## config.mk

```make
export PLATFORM = sky130hd
export DESIGN_NAME = jtag_tap_ctrl
export DESIGN_NICKNAME = d
export VERILOG_FILES = /design/src/rtl/jtag_tap_ctrl.sv
export SDC_FILE = /design/constraint.sdc
export NUM_CORES = 1
export LEC_CHECK = 0
export ABC_CLOCK_PERIOD_IN_PS = 2100
export CAP_MARGIN = 20
export CORE_MARGIN = 3
export CORE_UTILIZATION = 49
export DETAILED_ROUTE_END_ITERATION = 7
export PLACE_DENSITY = 0.91
export SETUP_SLACK_MARGIN = 0.4
export SLEW_MARGIN = 20
export SYNTH_ARGS = -nofsm -noshare
export SYNTH_HDL_FRONTEND = slang
export SYNTH_SLANG_ARGS = --single-unit
```

## constraint.sdc

```tcl
create_clock -name i_tclk -period 2.1 [get_ports i_tclk]
set_input_delay 0.21 -clock i_tclk [delete_from_list [all_inputs] [get_ports i_tclk]]
set_output_delay 0.21 -clock i_tclk [all_outputs]
set_load 0.05 [all_outputs]
```

## src/rtl/jtag_tap_ctrl.sv

```systemverilog
// IEEE 1149.1 TAP controller: 16-state FSM plus IR/DR shift paths and instruction register.
// All state lives in the i_tclk domain; i_trst_n forces Test-Logic-Reset asynchronously.
module jtag_tap_ctrl #(
   parameter int unsigned      REG_W  = 32,
   parameter logic [REG_W-1:0] IDCODE = REG_W'(1)
) (
   input  logic             i_tclk,
   input  logic             i_trst_n,
   input  logic             i_tms,
   input  logic             i_tdi,
   input  logic [REG_W-1:0] i_dataReg,
   output logic             o_tdo,
   output logic [REG_W-1:0] o_shiftReg,
   output logic [REG_W-1:0] o_instrReg,
   output logic             o_stateIsUpdateDr,
   output logic [3:0]       o_state
);

   typedef enum logic [3:0] {
      S_TLR      = 4'd0,
      S_RTI      = 4'd1,
      S_SEL_DR   = 4'd2,
      S_CAP_DR   = 4'd3,
      S_SH_DR    = 4'd4,
      S_EX1_DR   = 4'd5,
      S_PAUSE_DR = 4'd6,
      S_EX2_DR   = 4'd7,
      S_UPD_DR   = 4'd8,
      S_SEL_IR   = 4'd9,
      S_CAP_IR   = 4'd10,
      S_SH_IR    = 4'd11,
      S_EX1_IR   = 4'd12,
      S_PAUSE_IR = 4'd13,
      S_EX2_IR   = 4'd14,
      S_UPD_IR   = 4'd15
   } tap_state_t;

   tap_state_t       r_state;
   tap_state_t       w_next;
   logic [REG_W-1:0] r_dr_shift;
   logic [REG_W-1:0] r_ir_shift;
   logic [REG_W-1:0] r_instr;
   logic             w_tdo;
   logic             w_upd_dr;

   always_ff @(posedge i_tclk or negedge i_trst_n) begin
      if (!i_trst_n) r_state <= S_TLR;
      else           r_state <= w_next;
   end

   always_comb begin
      w_next = r_state;
      case (r_state)
         S_TLR:      w_next = i_tms ? S_TLR      : S_RTI;
         S_RTI:      w_next = i_tms ? S_SEL_DR   : S_RTI;
         S_SEL_DR:   w_next = i_tms ? S_SEL_IR   : S_CAP_DR;
         S_CAP_DR:   w_next = i_tms ? S_EX1_DR   : S_SH_DR;
         S_SH_DR:    w_next = i_tms ? S_EX1_DR   : S_SH_DR;
         S_EX1_DR:   w_next = i_tms ? S_UPD_DR   : S_PAUSE_DR;
         S_PAUSE_DR: w_next = i_tms ? S_EX2_DR   : S_PAUSE_DR;
         S_EX2_DR:   w_next = i_tms ? S_UPD_DR   : S_SH_DR;
         S_UPD_DR:   w_next = i_tms ? S_SEL_DR   : S_RTI;
         S_SEL_IR:   w_next = i_tms ? S_TLR      : S_CAP_IR;
         S_CAP_IR:   w_next = i_tms ? S_EX1_IR   : S_SH_IR;
         S_SH_IR:    w_next = i_tms ? S_EX1_IR   : S_SH_IR;
         S_EX1_IR:   w_next = i_tms ? S_UPD_IR   : S_PAUSE_IR;
         S_PAUSE_IR: w_next = i_tms ? S_EX2_IR   : S_PAUSE_IR;
         S_EX2_IR:   w_next = i_tms ? S_UPD_IR   : S_SH_IR;
         S_UPD_IR:   w_next = i_tms ? S_SEL_DR   : S_RTI;
         default:    w_next = S_TLR;
      endcase
   end

   // TDO is decoded from registered state only, so it is 0 during reset (state forced to TLR).
   always_comb begin
      w_tdo    = 1'b0;
      w_upd_dr = 1'b0;
      case (r_state)
         S_SH_DR:  w_tdo    = r_dr_shift[0];
         S_SH_IR:  w_tdo    = r_ir_shift[0];
         S_UPD_DR: w_upd_dr = 1'b1;
         default:  ;
      endcase
   end

   always_ff @(posedge i_tclk or negedge i_trst_n) begin
      if (!i_trst_n) begin
         r_dr_shift <= '0;
         r_ir_shift <= '0;
         r_instr    <= IDCODE;
      end else begin
         case (r_state)
            S_CAP_DR: r_dr_shift <= i_dataReg;
            S_SH_DR:  r_dr_shift <= {i_tdi, r_dr_shift[REG_W-1:1]};
            default:  ;
         endcase
         case (r_state)
            S_CAP_IR: r_ir_shift <= REG_W'(1);
            S_SH_IR:  r_ir_shift <= {i_tdi, r_ir_shift[REG_W-1:1]};
            default:  ;
         endcase
         case (r_state)
            S_TLR:    r_instr <= IDCODE;
            S_UPD_IR: r_instr <= r_ir_shift;
            default:  ;
         endcase
      end
   end

   assign o_tdo             = w_tdo;
   assign o_shiftReg        = r_dr_shift;
   assign o_instrReg        = r_instr;
   assign o_stateIsUpdateDr = w_upd_dr;
   assign o_state           = r_state;

endmodule

```

[Word level (Yosys, flattened, before mapping)]
Index checks and enable logic that the tools add are counted.
W data, S select, Z words.
Cells by class
  equal/unequal tests: 15
  multiplexer cells: 18
  reduce and logical (&&, ||, !) cells: 7
Operators with widths (number)
  $pmux W32 S2: 3
  $pmux W4 S12: 1
  $eq A4 B4 Y1 const B: 8
  $eq A4 B3 Y1 const B: 4
  $mux W4: 4
  $eq A4 B2 Y1 const B: 2
  $mux W2: 3
  $mux W3: 2
  $reduce_bool A2 Y1: 3
  $eq A4 B1 Y1 const B: 1
  $logic_not A4 Y1: 1
  $mux W1: 4
  $reduce_or A2 Y1: 2
  $reduce_or A3 Y1: 1
  $pmux W1 S2: 1
Storage, ports and cells
  bits in registers: 100
  input port bits: 36
  output and inout port bits: 70
  word-level logic and storage cells: 44

[Longest topological paths before layout]
Gate-level depths: netlist of run 1.
  depth after elaboration: 3
  depth in mapped cells: 6
  gate-level depth less buffers: 4

[Least setup slack after synthesis of run 1]
OpenSTA, ideal clock, no wires.
  path kind: register to output
  start: register r_state[3] (netlist: o_state[3])
  end: output port o_stateIsUpdateDr
  arrival: 2.029 ns
  required time: 1.890 ns
  slack: -0.139 ns
  cell stages (with the launch flop): 4
  path buffers: 1
  cell sequence: dfrtp_1 buf_2 nand2b_1 nor3_1
Between the ends
  longest elaborated chain between the ends: 2
RTL lines
  start, declared: RTL line 38  | tap_state_t r_state;
  start signal, assigned: RTL line 48  | else r_state <= w_next;
  $eq A4 B4 Y1: RTL line 78  | case (r_state)
  $mux W1: RTL line 78
  end, declared: RTL line 15  | output logic o_stateIsUpdateDr,
No other way between the ends.

[Final worst setup path of run 1]
  start: register r_state[0] (netlist: o_state[0])
  end: register r_dr_shift[5] (netlist: o_shiftReg[5])
Between the ends
  longest elaborated chain between the ends: 2
  elaborated cells between the ends (all ways): 4
  those cells by class: eq/ne (2); mux (1); reduce/logical (1)
RTL lines
  $eq A4 B3 Y1 or $eq A4 B2 Y1 (tied branches): RTL line 92  | case (r_state)
  $pmux W32 S2 or $reduce_bool A2 Y1 (tied branches)
  end signal, assigned: RTL line 93  | S_CAP_DR: r_dr_shift <= i_dataReg;
  end signal, assigned: RTL line 94  | S_SH_DR: r_dr_shift <= {i_tdi, r_dr_shift[REG_W-1:1]};
  end, declared: RTL line 40  | logic [REG_W-1:0] r_dr_shift;
Several ways; a longest one is shown, not always the timed one.
A chain may end at the register's enable or synchronous reset.

==> results.md, run 1 <==
- Run status: completed
- Post-synthesis compound-gate area fraction: 0.227
- Syn nets: 374
- Syn-to-layout area delta: 41.4%
- Rel. slew slack: 0.640
- Register area share after synthesis: 0.593
- Worst EP arrival: between 2000 and 2500 ps
- Post-synth EDFFs: 0
- Congestion Overflow GR: 0
- Post-Synth XOR/XNOR Area: 0.00207
- Main combinational cell family by area after synthesis: compound AO/OA/AOI/OAI gates
- Number of vias per cell: around 5.7
- Slew @ Worst Pin: between 500 and 600 ps
- Synth Register Bits: 100
- Row cnt: 33
- Post-layout power: about 8.4 mW
- Req. time, crit path: 2370 ps
- CTS tree: built
- Simple logic cell fraction of the synthesized area: 0.0572
- HP Class: in -> async
- Crit-path max FO: 8
- Core area: 8300 um2
- Slowest cell on crit path: dfrtp_2
- Ant diodes: 0
- Final period utilization: 0.856
- Pwr Density: roughly 1400 nW/um2
- DRT iter0 DRCs: roughly 120
- Clk_lat worst skew: around 360 ps
- Via count: roughly 3300
- Die width: about 99 um
- DR WL/cell: around 20 um
- DRC Markers: 0
- Dpl cell area: 5370 um2
- Clock Path Buffers: 2
- Routed WL: approximately 11000 um
- Endpoint class of the critical path: flop
- Worst stage delay on the critical path: ~460 ps
- H-tree depth: 3
- Final cell count without fillers: approximately 570
- RSZ-0062 raised after global routing: true
- Fmax: ~560 MHz
- CP cell instances: buf_6 -> or3b_4 -> a21oi_4 -> buf_6 -> buf_12 -> nor2_1 -> a21oi_1
- Vias in the first global route: approximately 3300
- Fin. Hold Viols: 0
- Worst path buffer plus inverter count: 3
- Clock Sinks: 100
- Inst Count DP: 527
- Final setup fails: 0
- Cell family with most CP delay: flip-flops
- Final instance area: between 5000 and 6000 um2
- Post-route antenna net violation count: 0
- Root Buffer: clkbuf_8
- Synthesized netlist cell count: around 340
- Die outline height: between 90 and 100 um
- Clk slew on worst S/H paths: about 100 ps
- Share of post-route cells with drive strength above 1: 0.267
- Worst clock skew: between 10 and 15 ps
- Multiplexer share of the synthesized area: 0.0687
- Most frequent cells in the layout: 95 x dfrtp_1, 64 x dlygate4sd2_1, 62 x a22o_1
- Max-cap viol count: 0
- Cell Area, Synth: ~4200 um2
- Gr usage total: 0.215
- Filler cell count: 559
- First-pass GRT wire length: between 15000 and 20000 um
- Post-Synth Adder-Cell Area: 0
- Setup CP Type: reg -> reg
- Setup slack at placement: about 360 ps
- Crit path launch type: flop
- Nets@finish: between 400 and 500
- Setup TNS Final: 0 ps
- Most common cell after layout, fill and taps aside: dfrtp_1
- Gp weighted congestion: roughly 0.8
- Ys flop type: dfrtp_1
- DPL Wire Length: ~6400 um
- Initial Utilization: 0.509
- Setup ws final: slightly above 300 ps
- Slew Viols, Final: 0
- Pin count of the biggest net entering global routing: 43
- Yosys warns: 0
- Asr flop ratio synth: 1.00
- Pre-Repair DR Iteration Count: 4
- DIE AREA: around 9800 um2
- Cts bufs inserted: 9
- Yosys cell types: 32
- Initial antenna violation count: 0
- PortBufs: around 110
- Syn Area/Cell: ~13 um2
- Crit path time final: about 1800 ps
- I/O pins: ~110
- IR drop worst, VDD: roughly 0.65 mV
- LEAKAGE: approximately 2.7 nW
- Crit path top cell by count: buf_6
-- registers in the layout, summed over array words and instances, names as in the netlist --
name	flops
o_state	4
o_shiftReg	32
r_ir_shift	32
o_instrReg	32
-- layout make-up --
cell class	count	area (um2)	share of cell area
flip-flops and latches	100	2510	0.420
multi-input cells	200	1710	0.286
repair buffers	140	1410	0.236
well taps	105	131	0.0220
clock buffers	9	124	0.0207
clock inverters	7	60.1	0.0101
inverters	8	30.0	0.00503
-- routing by layer --
metal,GRT usage,up-vias,share of wire
met1,0.299,1642,0.42
met3,0.0545,14,0.068
li1,-,1471,-
met5,0,-,0
met2,0.343,124,0.50
met4,0.0473,0,0.013
-- per-stage QoR --
step,hold slack [ps],util
2_1_floorplan,-85.6,-
3_3_place_gp,216,0.647
3_5_place_dp,231,0.647
5_1_grt,415,0.720
6_report,386,0.720
4_1_cts,382,0.689
-- path summary, 6_finish.rpt --
| check | from | to | slack [ps] | depth (start not counted) |
|---|---|---|---|---|
| hold / removal | i_trst_n | o_shiftReg[5] | 390 | 2 |
| min in group i_tclk | i_dataReg[30] | o_shiftReg[30] | 470 | 3 |
| hold reg to reg | o_instrReg[5] | o_instrReg[5] | 510 | 1 |
| setup reg to reg | o_state[0] | o_shiftReg[5] | 300 | 7 |
| setup / recovery | o_state[0] | o_shiftReg[5] | 300 | 7 |
| max in group asynchronous | i_trst_n | o_instrReg[14] | 1030 | 3 |
-- report_power, final --
group          internal [mW]  switching [mW]  leakage [nW]
registers               2.31           0.429          1.28
logic                   1.72            2.84          1.32
clock network          0.457           0.701        0.0920
total                   4.48            3.97          2.69
-- Yosys cell counts, types with 2 or more instances --
master    number  area [um2]
nand3_1        2        10.0
o21ai_0        7        35.0
nand2_1        6        22.5
a21oi_2       28         245
buf_6          7        78.8
nor2_1        35         131
o211ai_1       2        15.0
buf_4          4        30.0
nor2b_1        2        12.5
a22oi_1        4        30.0
nor3_1         4        20.0
dfrtp_1       99        2480
buf_2         11        55.1
a21oi_1        6        30.0
clkbuf_1       7        26.3
mux2i_1       29         290
inv_1          8        30.0
a22o_1        63         552
-- kinds of logic after synthesis --
group	Yosys count
AND/OR/NAND/NOR	55
multiplexers	29
buffers and inverters	38
AO/OA/AOI/OAI	115
flip-flops	100
XOR/XNOR	1
-- timing repair --
item,4_1_cts,5_1_grt
cloned,3,3
buffers inserted,17,2
pin swaps,3,5
setup endpoints to repair,128,64
hold endpoints to repair,39,0
hold buffers,1,0
gates resized for setup,79,57
Note: power is estimated with default switching activity, not from simulation.
==> run 2, diff against run 1 <==
- ABC_CLOCK_PERIOD_IN_PS: 2100 -> 2180
- CORE_UTILIZATION: 49 -> 53
- PLACE_DENSITY: 0.91 -> 0.95
- clock period: 2.1 -> 2.18 ns (I/O delays scaled with it)
==> results.md, run 2 (synthesized netlist as in run 1, its figures left out) <==
- Run status: completed
- Clock Path Buffers: 2
- Core area: 7490 um2
- Inst Count DP: 520
- Worst Hold Slack: about 410 ps
- Rel. slew slack: 0.585
- Pin count of the biggest net entering global routing: around 50
- Initial Utilization: 0.564
- Syn-to-layout area delta: 37.9%
- Setup TNS Final: 0 ps
- Max-cap viol count: 0
- Post-route antenna net violation count: 0
- HP Class: in -> async
- Setup CP Type: reg -> out
- Number of vias per cell: approximately 6.0
- Slew Viols, Final: 0
- CTS tree: built
- Fmax: roughly 550 MHz
- DR WL/cell: 19.8 um
- Clk_lat worst skew: about 350 ps
- Most frequent cells in the layout: 95 x dfrtp_1, 62 x a22o_1, 39 x dlygate4sd2_1
- Final cell count without fillers: about 560
- Worst EP arrival: 1610 ps
- Final setup fails: 0
- Endpoint class of the critical path: output port
- H-tree depth: 3
- Crit-path max FO: 4
- LEAKAGE: roughly 3 nW
- Slew @ Worst Pin: just over 600 ps
- Routed WL: ~11000 um
- Initial antenna violation count: 0
- Crit path launch type: flop
- Nets@finish: approximately 490
- Clock Sinks: 100
- Pwr Density: 1320 nW/um2
- Root Buffer: clkbuf_8
- Ant diodes: 0
- DIE AREA: around 9100 um2
- Clk slew on worst S/H paths: 100 ps
- Filler cell count: between 400 and 500
- Share of post-route cells with drive strength above 1: 0.201
- I/O pins: ~110
- Die width: approximately 95 um
- Fin. Hold Viols: 0
- Worst clock skew: approximately 12 ps
- Congestion Overflow GR: 0
- Row cnt: 31
- DRC Markers: 0
- Pre-Repair DR Iteration Count: 4
- RSZ-0062 raised after global routing: true
- DPL Wire Length: around 6500 um
- Vias in the first global route: approximately 3300
- PortBufs: 105
- Cts bufs inserted: 9
- Via count: approximately 3300
- Gr usage total: 0.239
- Gp weighted congestion: 0.846
- Final period utilization: 0.839
- Most common cell after layout, fill and taps aside: dfrtp_1
- Die outline height: approximately 95 um
- First-pass GRT wire length: ~17000 um
- Req. time, crit path: about 2000 ps
- Crit path time final: 1830 ps
- DRT iter0 DRCs: 191
- IR drop worst, VDD: 0.576 mV
-- run 2: changes by cell type in the layout (fill, tap and decap cells not counted), moves of 3 or more --
cell / change
nor2_1: +22
dlymetal6s2s_1: +26
nor2_2: -4
dlygate4sd2_1: -25
inv_6: -3
buf_6: -3
o21ai_0: +3
nor2_4: -18
clkdlybuf4s50_1: +3
-- run 2: area by class of cell --
cell class                      instances  area [um2]  area share
Clock buffer                           10         138      0.0236
Clock inverter                          6        53.8     0.00923
Inverter                                8        30.0     0.00515
Multi-Input combinational cell        200        1550       0.267
Sequential cell                       100        2510       0.431
Tap cell                               99         124      0.0213
Timing Repair Buffer                  133        1420       0.244
-- run 2: path summary, 6_finish.rpt --
path                          startpoint              to  slack (ps)  depth (start not counted)
max                           o_state[0]           o_tdo         350                          4
min                             i_trst_n  o_shiftReg[25]         410                          2
min reg2reg                o_instrReg[0]   o_instrReg[0]         500                          2
max reg2reg                   o_state[0]  o_shiftReg[23]         420                          7
max in group asynchronous       i_trst_n   o_instrReg[7]        1110                          3
min in group i_tclk        o_instrReg[0]   o_instrReg[0]         500                          2
-- run 2: worst max-delay path, cell delays in order (launching register included) --
cell,delay [ps]
dfrtp_2,460
nor4b_4,340
clkbuf_16,200
a22o_4,130
buf_12,130
-- run 2: where the power goes --
part | switching [mW] | internal [mW]
combinational | 2.56 | 1.41
sequential | 0.350 | 2.22
clock | 0.675 | 0.474
-- run 2: per-layer routing --
metal	part of all wire	track usage	vias up
met5	0	0	-
met4	0.014	0.0637	0
met3	0.087	0.0576	13
met2	0.49	0.391	139
met1	0.40	0.320	1697
li1	-	-	1463
-- run 2: stage by stage --
| stage | setup WS (ps) | utilization | area (um2) | power [mW] |
|---|---|---|---|---|
| 2_1_floorplan | 410 | - | 4250 | 5.16 |
| 3_3_place_gp | 428 | 0.714 | 5340 | 6.05 |
| 3_5_place_dp | 376 | 0.714 | 5340 | 6.16 |
| 4_1_cts | 275 | 0.761 | 5700 | 7.53 |
| 5_1_grt | 280 | 0.778 | 5830 | 8.05 |
| 6_report | 352 | 0.778 | 5830 | 7.68 |
-- run 2: repair_timing --
action	in CTS	in global routing
setup buffers	13	1
pin swaps	2	3
hold buffers	1	0
gates cloned	3	2
endpoints found under the setup margin	49	91
endpoints found under the hold margin	45	0
resized for setup	47	34
